--- config.mk ---
export PLATFORM = sky130hd
export DESIGN_NAME = riscv_dbus_uart_tx
export DESIGN_NICKNAME = d
export VERILOG_FILES = /design/src/rtl/riscv_dbus_uart_tx.sv
export SDC_FILE = /design/constraint.sdc
export NUM_CORES = 1
export LEC_CHECK = 0
export CORE_MARGIN = 5
export CORE_UTILIZATION = 40
export DETAILED_ROUTE_END_ITERATION = 7
export PLACE_DENSITY = 0.73
export RECOVER_POWER = 25
export SYNTH_ARGS = -nofsm -noshare
export SYNTH_HDL_FRONTEND = slang
export SYNTH_SLANG_ARGS = --single-unit
--- constraint.sdc ---
create_clock -name clk_i -period 4.8 [get_ports clk_i]
set_input_delay 0.96 -clock clk_i [delete_from_list [all_inputs] [get_ports clk_i]]
set_output_delay 0.96 -clock clk_i [all_outputs]
set_load 0.01 [all_outputs]
--- src/rtl/riscv_dbus_uart_tx.sv ---
// Memory-mapped 8N1 UART transmitter on the riscv_core data bus.
// TX FIFO fed by bus writes, drained by a programmable-baud serialiser.
module riscv_dbus_uart_tx #(
    parameter logic [31:0] BASE_ADDR  = 32'h8000_0000,
    parameter logic [15:0] DIV_RESET  = 16'd868,
    parameter int unsigned FIFO_DEPTH = 8
) (
    input  logic        clk_i,
    input  logic        reset_i,
    input  logic [31:0] daddr_i,
    input  logic [31:0] dwdata_i,
    output logic [31:0] drdata_o,
    input  logic [1:0]  dsize_i,
    input  logic        drd_i,
    input  logic        dwr_i,
    output logic        txd_o,
    output logic        irq_o
);

    localparam int unsigned AW      = (FIFO_DEPTH > 1) ? $clog2(FIFO_DEPTH) : 1;
    localparam logic [4:0]  DEPTH_C = 5'(FIFO_DEPTH);

    typedef enum logic [1:0] {
        S_IDLE,
        S_START,
        S_DATA,
        S_STOP
    } state_e;

    state_e        state_q, state_d;
    logic [15:0]   div_q, div_d;
    logic [1:0]    ctrl_q, ctrl_d;
    logic          ovf_q, ovf_d;
    logic [31:0]   drdata_q, drdata_d;
    logic          txd_q, txd_d;
    logic          irq_q, irq_d;
    logic [15:0]   baud_q, baud_d;
    logic [2:0]    bit_q, bit_d;
    logic [7:0]    shift_q, shift_d;

    logic [7:0]    mem_q [FIFO_DEPTH];
    logic [AW-1:0] wptr_q, wptr_d;
    logic [AW-1:0] rptr_q, rptr_d;
    logic [4:0]    count_q, count_d;

    logic          hit;
    logic [15:0]   wmask;
    logic [15:0]   wdata_m;
    logic          wr_txdata, wr_status, wr_div, wr_ctrl;
    logic          full, empty, busy;
    logic          push_ok, push_drop, pop;
    logic [15:0]   div_eff;
    logic          bit_end;
    logic [31:0]   rdata_sel;
    logic          unused_wdata;

    assign unused_wdata = ^dwdata_i[31:16];

    // Only aligned accesses inside the 16-byte window are decoded.
    assign hit       = (daddr_i[31:4] == BASE_ADDR[31:4]) && (daddr_i[1:0] == 2'b00);
    assign wmask     = (dsize_i == 2'd0) ? 16'h00FF : 16'hFFFF;
    assign wdata_m   = dwdata_i[15:0] & wmask;

    assign wr_txdata = dwr_i && hit && (daddr_i[3:2] == 2'd0);
    assign wr_status = dwr_i && hit && (daddr_i[3:2] == 2'd1);
    assign wr_div    = dwr_i && hit && (daddr_i[3:2] == 2'd2);
    assign wr_ctrl   = dwr_i && hit && (daddr_i[3:2] == 2'd3);

    assign full      = (count_q == DEPTH_C);
    assign empty     = (count_q == 5'd0);
    assign busy      = (state_q != S_IDLE);

    // Fullness is judged before any same-cycle pop.
    assign push_ok   = wr_txdata && !full;
    assign push_drop = wr_txdata && full;

    assign div_eff   = (div_q == 16'd0) ? 16'd1 : div_q;
    assign bit_end   = (baud_q == 16'd0);

    always_comb begin
        div_d  = div_q;
        ctrl_d = ctrl_q;
        ovf_d  = ovf_q;
        if (wr_div) begin
            div_d = (div_q & ~wmask) | wdata_m;
        end
        if (wr_ctrl) begin
            ctrl_d = (ctrl_q & ~wmask[1:0]) | wdata_m[1:0];
        end
        if (wr_status && wdata_m[3]) begin
            ovf_d = 1'b0;
        end
        if (push_drop) begin
            ovf_d = 1'b1;
        end
    end

    always_comb begin
        wptr_d  = wptr_q;
        rptr_d  = rptr_q;
        if (push_ok) begin
            wptr_d = wptr_q + 1'b1;
        end
        if (pop) begin
            rptr_d = rptr_q + 1'b1;
        end
        count_d = count_q + {4'b0, push_ok} - {4'b0, pop};
    end

    always_comb begin
        state_d = state_q;
        baud_d  = baud_q;
        bit_d   = bit_q;
        shift_d = shift_q;
        pop     = 1'b0;
        txd_d   = 1'b1;
        case (state_q)
            S_IDLE: begin
                if (ctrl_q[0] && !empty) begin
                    pop     = 1'b1;
                    shift_d = mem_q[rptr_q];
                    baud_d  = div_eff - 16'd1;
                    state_d = S_START;
                end
            end
            S_START: begin
                if (bit_end) begin
                    bit_d   = 3'd0;
                    baud_d  = div_eff - 16'd1;
                    state_d = S_DATA;
                end else begin
                    baud_d  = baud_q - 16'd1;
                end
            end
            S_DATA: begin
                if (bit_end) begin
                    baud_d  = div_eff - 16'd1;
                    shift_d = {1'b0, shift_q[7:1]};
                    if (bit_q == 3'd7) begin
                        state_d = S_STOP;
                    end else begin
                        bit_d = bit_q + 3'd1;
                    end
                end else begin
                    baud_d  = baud_q - 16'd1;
                end
            end
            S_STOP: begin
                if (bit_end) begin
                    if (ctrl_q[0] && !empty) begin
                        pop     = 1'b1;
                        shift_d = mem_q[rptr_q];
                        baud_d  = div_eff - 16'd1;
                        state_d = S_START;
                    end else begin
                        state_d = S_IDLE;
                    end
                end else begin
                    baud_d  = baud_q - 16'd1;
                end
            end
            default: state_d = S_IDLE;
        endcase
        // Line level is registered from the next state so it changes with the state.
        case (state_d)
            S_START: txd_d = 1'b0;
            S_DATA:  txd_d = shift_d[0];
            default: txd_d = 1'b1;
        endcase
    end

    always_comb begin
        case (daddr_i[3:2])
            2'd1:    rdata_sel = {23'b0, count_q, ovf_q, empty, full, busy};
            2'd2:    rdata_sel = {16'b0, div_q};
            2'd3:    rdata_sel = {30'b0, ctrl_q};
            default: rdata_sel = '0;
        endcase
        drdata_d = drdata_q;
        if (drd_i) begin
            drdata_d = (hit && !dwr_i) ? rdata_sel : '0;
        end
        irq_d = ctrl_q[1] && empty && !busy;
    end

    always_ff @(posedge clk_i) begin
        if (push_ok) begin
            mem_q[wptr_q] <= dwdata_i[7:0];
        end
    end

    always_ff @(posedge clk_i) begin
        if (reset_i) begin
            state_q  <= S_IDLE;
            div_q    <= DIV_RESET;
            ctrl_q   <= '0;
            ovf_q    <= 1'b0;
            drdata_q <= '0;
            txd_q    <= 1'b1;
            irq_q    <= 1'b0;
            baud_q   <= '0;
            bit_q    <= '0;
            shift_q  <= '0;
            wptr_q   <= '0;
            rptr_q   <= '0;
            count_q  <= '0;
        end else begin
            state_q  <= state_d;
            div_q    <= div_d;
            ctrl_q   <= ctrl_d;
            ovf_q    <= ovf_d;
            drdata_q <= drdata_d;
            txd_q    <= txd_d;
            irq_q    <= irq_d;
            baud_q   <= baud_d;
            bit_q    <= bit_d;
            shift_q  <= shift_d;
            wptr_q   <= wptr_d;
            rptr_q   <= rptr_d;
            count_q  <= count_d;
        end
    end

    assign drdata_o = drdata_q;
    assign txd_o    = txd_q;
    assign irq_o    = irq_q;

endmodule

Word level (Yosys, flattened, before mapping)
Memory sizes are Yosys's and may differ from the RTL's. A register that Yosys moved wholly into a read port is not among the register bits.
Cells that the tools add are included.
Storage, ports and cells
  register bits: 93
  RAM bits: 64
  input port bits: 70
  output and inout port bits: 34
  memories kept: 1
Memory list
  mem_q: depth 8, width 8, read ports 1, clocked after Yosys merged registers in 1, write ports 1, RTL line 41  | logic [7:0] mem_q [FIFO_DEPTH];
Operators by class
  $add $sub $neg: 7
  equal/unequal tests: 15
  mux-type cells: 33
  bitwise operators: 7
  reductions and logical operators: 31
Operator list (count)
  16-bit one-hot mux with 3 select lines: 2
  16-bit 2-to-1 mux: 5
  16-bit AND: 2
  16-bit logical NOT: 2
  32-bit 2-to-1 mux: 1
  16-bit by 1-bit subtractor with 16-bit output, second input constant: 2
  28-bit equality test, second input constant: 1
  8-bit 2-to-1 mux: 3
  8-bit one-hot mux with 3 select lines: 1
  16-bit NOT: 1
  16-bit OR: 1
  3-bit 2-to-1 mux: 5
  1-bit logical AND: 13
  2-bit equality test, second input constant: 5
  2-bit 2-to-1 mux: 5
  3-bit by 1-bit adder with 3-bit output, second input constant: 3
  2-bit logical NOT: 4
  2-bit inequality test, second input constant: 4
  2-bit one-hot mux with 4 select lines: 1
  1-bit 2-to-1 mux: 7
  2-bit by 1-bit equality test with 1-bit output, second input constant: 3
  3-bit one-hot mux with 2 select lines: 1
  2-bit nonzero test: 3
  5-bit by 1-bit adder with 5-bit output: 1
  13 further kinds: 17

Depth between registers and ports, before layout
  depth in word-level cells: 8
  depth in mapped cells: 14

Least setup slack after synthesis
Ideal clock, no wire load.
  kind: input to register
  start point: input daddr_i[28]
  end point: register count_q[4]
  data arrival time: 3.793 ns
  required time: 4.730 ns
  setup slack: 0.936 ns
  cell stages on the path: 12
  cells stage by stage: nor4b_1 nand4_1 nor4_1 nand2_1 ha_1 inv_1 ha_1 fa_1 a21oi_1 nor2_1 or3_1 a21oi_1
Between the ends
  longest elaborated chain between the ends: 7
Ends and longest elaborated chain
  start: declaration: RTL line 10  | input logic [31:0] daddr_i,
  28-bit equality test: RTL line 60  | assign hit = (daddr_i[31:4] == BASE_ADDR[31:4]) && (daddr_i[1:0] == 2'b00);
  1-bit logical AND: RTL line 60
  1-bit logical AND (2 in a row): RTL line 64  | assign wr_txdata = dwr_i && hit && (daddr_i[3:2] == 2'd0);
  1-bit logical AND: RTL line 74  | assign push_ok = wr_txdata && !full;
  5-bit by 1-bit adder with 5-bit output: RTL line 107  | count_d = count_q + {4'b0, push_ok} - {4'b0, pop};
  5-bit by 1-bit subtractor with 5-bit output: RTL line 107
  end signal: assignment: RTL line 220  | count_q <= count_d;
  end: declaration: RTL line 44  | logic [4:0] count_q, count_d;
No other way between the ends.
A chain may end at the register's enable or synchronous reset.

Worst setup path after layout
  start point: input daddr_i[31]
  end point: register count_q[4]
The elaborated chain is that of the path after synthesis.

==> flow_summary.ini <==
[worst_hold_path]
min_path_type = reg -> reg

[sta]
tightest_slew_ps = 1020
skew_ps = 15.8
rsz0062_at_grt = no
fin_ws_ps = 902
min_period_ps = 3900
max_freq_mhz = 257
finalSetupViolCount = 0
slew_viol_final = 0
finalSetupTns_ps = 0
slew_headroom_pct = 31.9
hold_viol = 0
timing.final.crit_share_pct = 81.2

[logic_synthesis]
synth.distinct_cells = 63
yosysSeqAreaShare_pct = 49.3
synth_area_per_cell_sq_um = 10.4
synth-edff-count = 64
ys_warn_count = 0
synth_area_sq_um = 7140
synthArstFlopShare_pct = 0
ys_ff_latch = 144
ys.flop_type = dfxtp_1
synthCells = 689

[die]
fp.dieW_microns = 144
io_pins = 104
core.rowCount = 48
die_h_microns = 144
start_util_pct = 41.0
core_sq_um = 17400
dieArea_sq_um = 20600

[cts]
cts_tree = built
hold_buffers = 0
cts_buffers = 17
clkTransAtPathRegs_ps = 70
cts_buffer_depth = 2
postCtsSetupRepairBufs = 0
htreeDepth = 4
clock_latency_ps = 430
cts_root_buffer = clkbuf_16
cts.sinks = 144
post_cts_resized = 0

[layout]
post-route-util_pct = 49.5
fillers = 1554
diodes = 0
nNetsFinal = 839
areaGrowthSynthToFinish_pct = 20.6
fin_cells = 988
drive_gt1_share_pct = 10.7

[setup_path]
cpLargestDelayFamily = simple AND/OR/NAND/NOR gates
critical_path_required_ps = 5170
crit_arrival_ps = 4270
crit_buf_inv = 2
r2r_cells = 15
r2r_slack_ps = 990
start_kind = primary input
crit_type = in -> reg
slowest_delay_ps = 470
crit_slowest_cell = clkdlybuf4s50_1
worstPathMaxFanout = 7
crit_path_end_kind = register
reg2reg_to = count_q[4]
r2r_start = baud_q[0]
cp-startpoint = daddr_i[31]
crit_chain = clkdlybuf4s50_1 > nor4b_1 > nand4_1 > nor4_1 > nand2_1 > ha_1 > inv_1 > ha_1 > fa_1 > a21oi_1 > nor2_1 > or3_1 > a21oi_1
crit_path_end = count_q[4]
cp.depth = 13

[job]
cap_violations = 0

[power_and_ir_drop]
p_switching_uw = 637
p_int_mw = 2.07
power_density_nw_per_um2 = 314
power.share.switching_pct = 23.5
vdd_ir_drop_max_v = 0.000264
p_leak_nw = 3.02
finalPower_mw = 2.70
pwr-share-comb_pct = 3.0
power_frac_seq_pct = 47.3
pwr-share-clk_pct = 49.8

[grt]
antenna_found_initial = 0
grt_pass1_vias = 5373
grt_start_max_net_pins = 40
gr-usage-all-layers_pct = 16.7
grt-ovfl-total = 0
grt_pass1_wl_microns = 27100

[route]
drt_pass1_iterations = 5
drc = 0
num_vias = 5558
ant_nets = 0
wl_per_cell_microns = 16.9
viasPerCell = 5.63
drt_first_iter_violations = 571
drt_wl_total_microns = 16700

[placed_design]
port_buffers = 71
gp_congestion = 0.869
dp_cells = 956
dp_hpwl_microns = 11600
post-place-ws_ps = 469

[outcome]
status = finished, final reports clean
## placed cells by master (no fill, tap or decap), types with 13 or more instances in the layout
master and n:
mux4_2 16, nand3_1 15, nor4_1 20, nor2b_1 13, clkdlybuf4s50_1 63, nor2_1 88, nor3_1 16, o21ai_0 34
nand2_1 36, conb_1 16, a22oi_1 17, a21oi_1 44, ha_1 18, xnor2_1 13, inv_1 13, clkbuf_16 17
dfxtp_1 80, mux2i_1 24, edfxtp_1 64
## worst register-to-register path, cell delays in order, from the launching register on
cell     delay [ps]
dfxtp_1         330
inv_1           120
ha_1            160
or4b_2          700
nor4_4          170
buf_4           190
a21oi_2         110
nor3_2          470
ha_1            200
inv_1            40
ha_1            190
fa_1            400
a21oi_1         140
nor2_1           60
or3_1           340
a21oi_1         130
## metrics by stage
stage | area [sq um] | hold WS (ps)
after floorplan | 7200 | 436
after global placement | 8010 | 459
after detailed placement | 8010 | 469
after CTS | 8610 | 481
after global routing | 8610 | 499
final | 8610 | 475
## sequential cells by signal (all words and copies together), names as in the netlist, named ones only
signal / cells
ovf_q: 1
div_q: 8
drdata_o: 16
irq_o: 1
rptr_q: 3
count_q: 5
shift_q: 8
bit_q: 3
wptr_q: 3
state_q: 2
ctrl_q: 2
txd_o: 1
mem_q: 64
baud_q: 16
## worst min path at each step
stage	start	endpoint	cells past startpoint
floorplan	ctrl_q[1]	irq_o	2
global placement	bit_q[2]	bit_q[2]	2
detailed placement	bit_q[1]	bit_q[1]	2
CTS	bit_q[1]	bit_q[1]	2
global route	bit_q[2]	bit_q[2]	2
finish	bit_q[1]	bit_q[1]	2
## synthesized netlist by cell type, drive strengths merged, types with 6 or more instances
master	number	area, sq um
nor4	22	168
a211o	6	52.6
mux4	16	360
xor2	12	105
mux2i	24	240
nand3	15	75.1
nand2b	9	56.3
o21ai	34	170
inv	13	48.8
nor4b	6	52.6
xnor2	13	114
nor3	17	90.1
ha	18	225
nand2	36	135
a31oi	6	37.5
nor2	88	330
a21oi	45	229
or4	9	78.8
dfxtp	80	1600
a22oi	17	128
buf	25	159
nor2b	13	81.3
or3	6	37.5
a222oi	6	60.1
edfxtp	64	1920
clkbuf	31	116
## final cells by class
| type | count | area [sq um] | area share [%] |
|---|---|---|---|
| timing repair buffer | 83 | 796 | 9.24 |
| multi-input combinational | 490 | 3350 | 38.9 |
| sequential | 144 | 3520 | 40.9 |
| clock inverter | 15 | 180 | 2.09 |
| inverter | 14 | 53.8 | 0.625 |
| clock buffer | 17 | 425 | 4.94 |
| tap | 225 | 282 | 3.27 |
## kinds of logic after synthesis
logic type | share of synthesized area (%)
compound gates | 13.4
xor+xnor | 3.06
fa+ha+maj | 3.43
buf+inv | 4.61
flops | 49.3
mux | 8.88
other cells | 0.0525
simple gates | 17.3
## per-layer routing
metal	up-vias	share of wire, %	global-route usage [%]
met3	23	5.9	3.19
met2	195	48	27.7
met5	-	0	0
met4	0	1.7	5.70
li1	2674	-	-
met1	2666	44	21.9
## power groups by stage
stage | registers, mW | logic [mW] | clock network, mW
2_1_floorplan | 1.31 | 0.0328 | 0
3_3_place_gp | 1.31 | 0.0807 | 0
3_5_place_dp | 1.31 | 0.0815 | 0
4_1_cts | 1.28 | 0.0818 | 1.37
5_1_grt | 1.28 | 0.0872 | 1.42
6_report | 1.28 | 0.0807 | 1.34
Power figures use the tool's default switching activity.
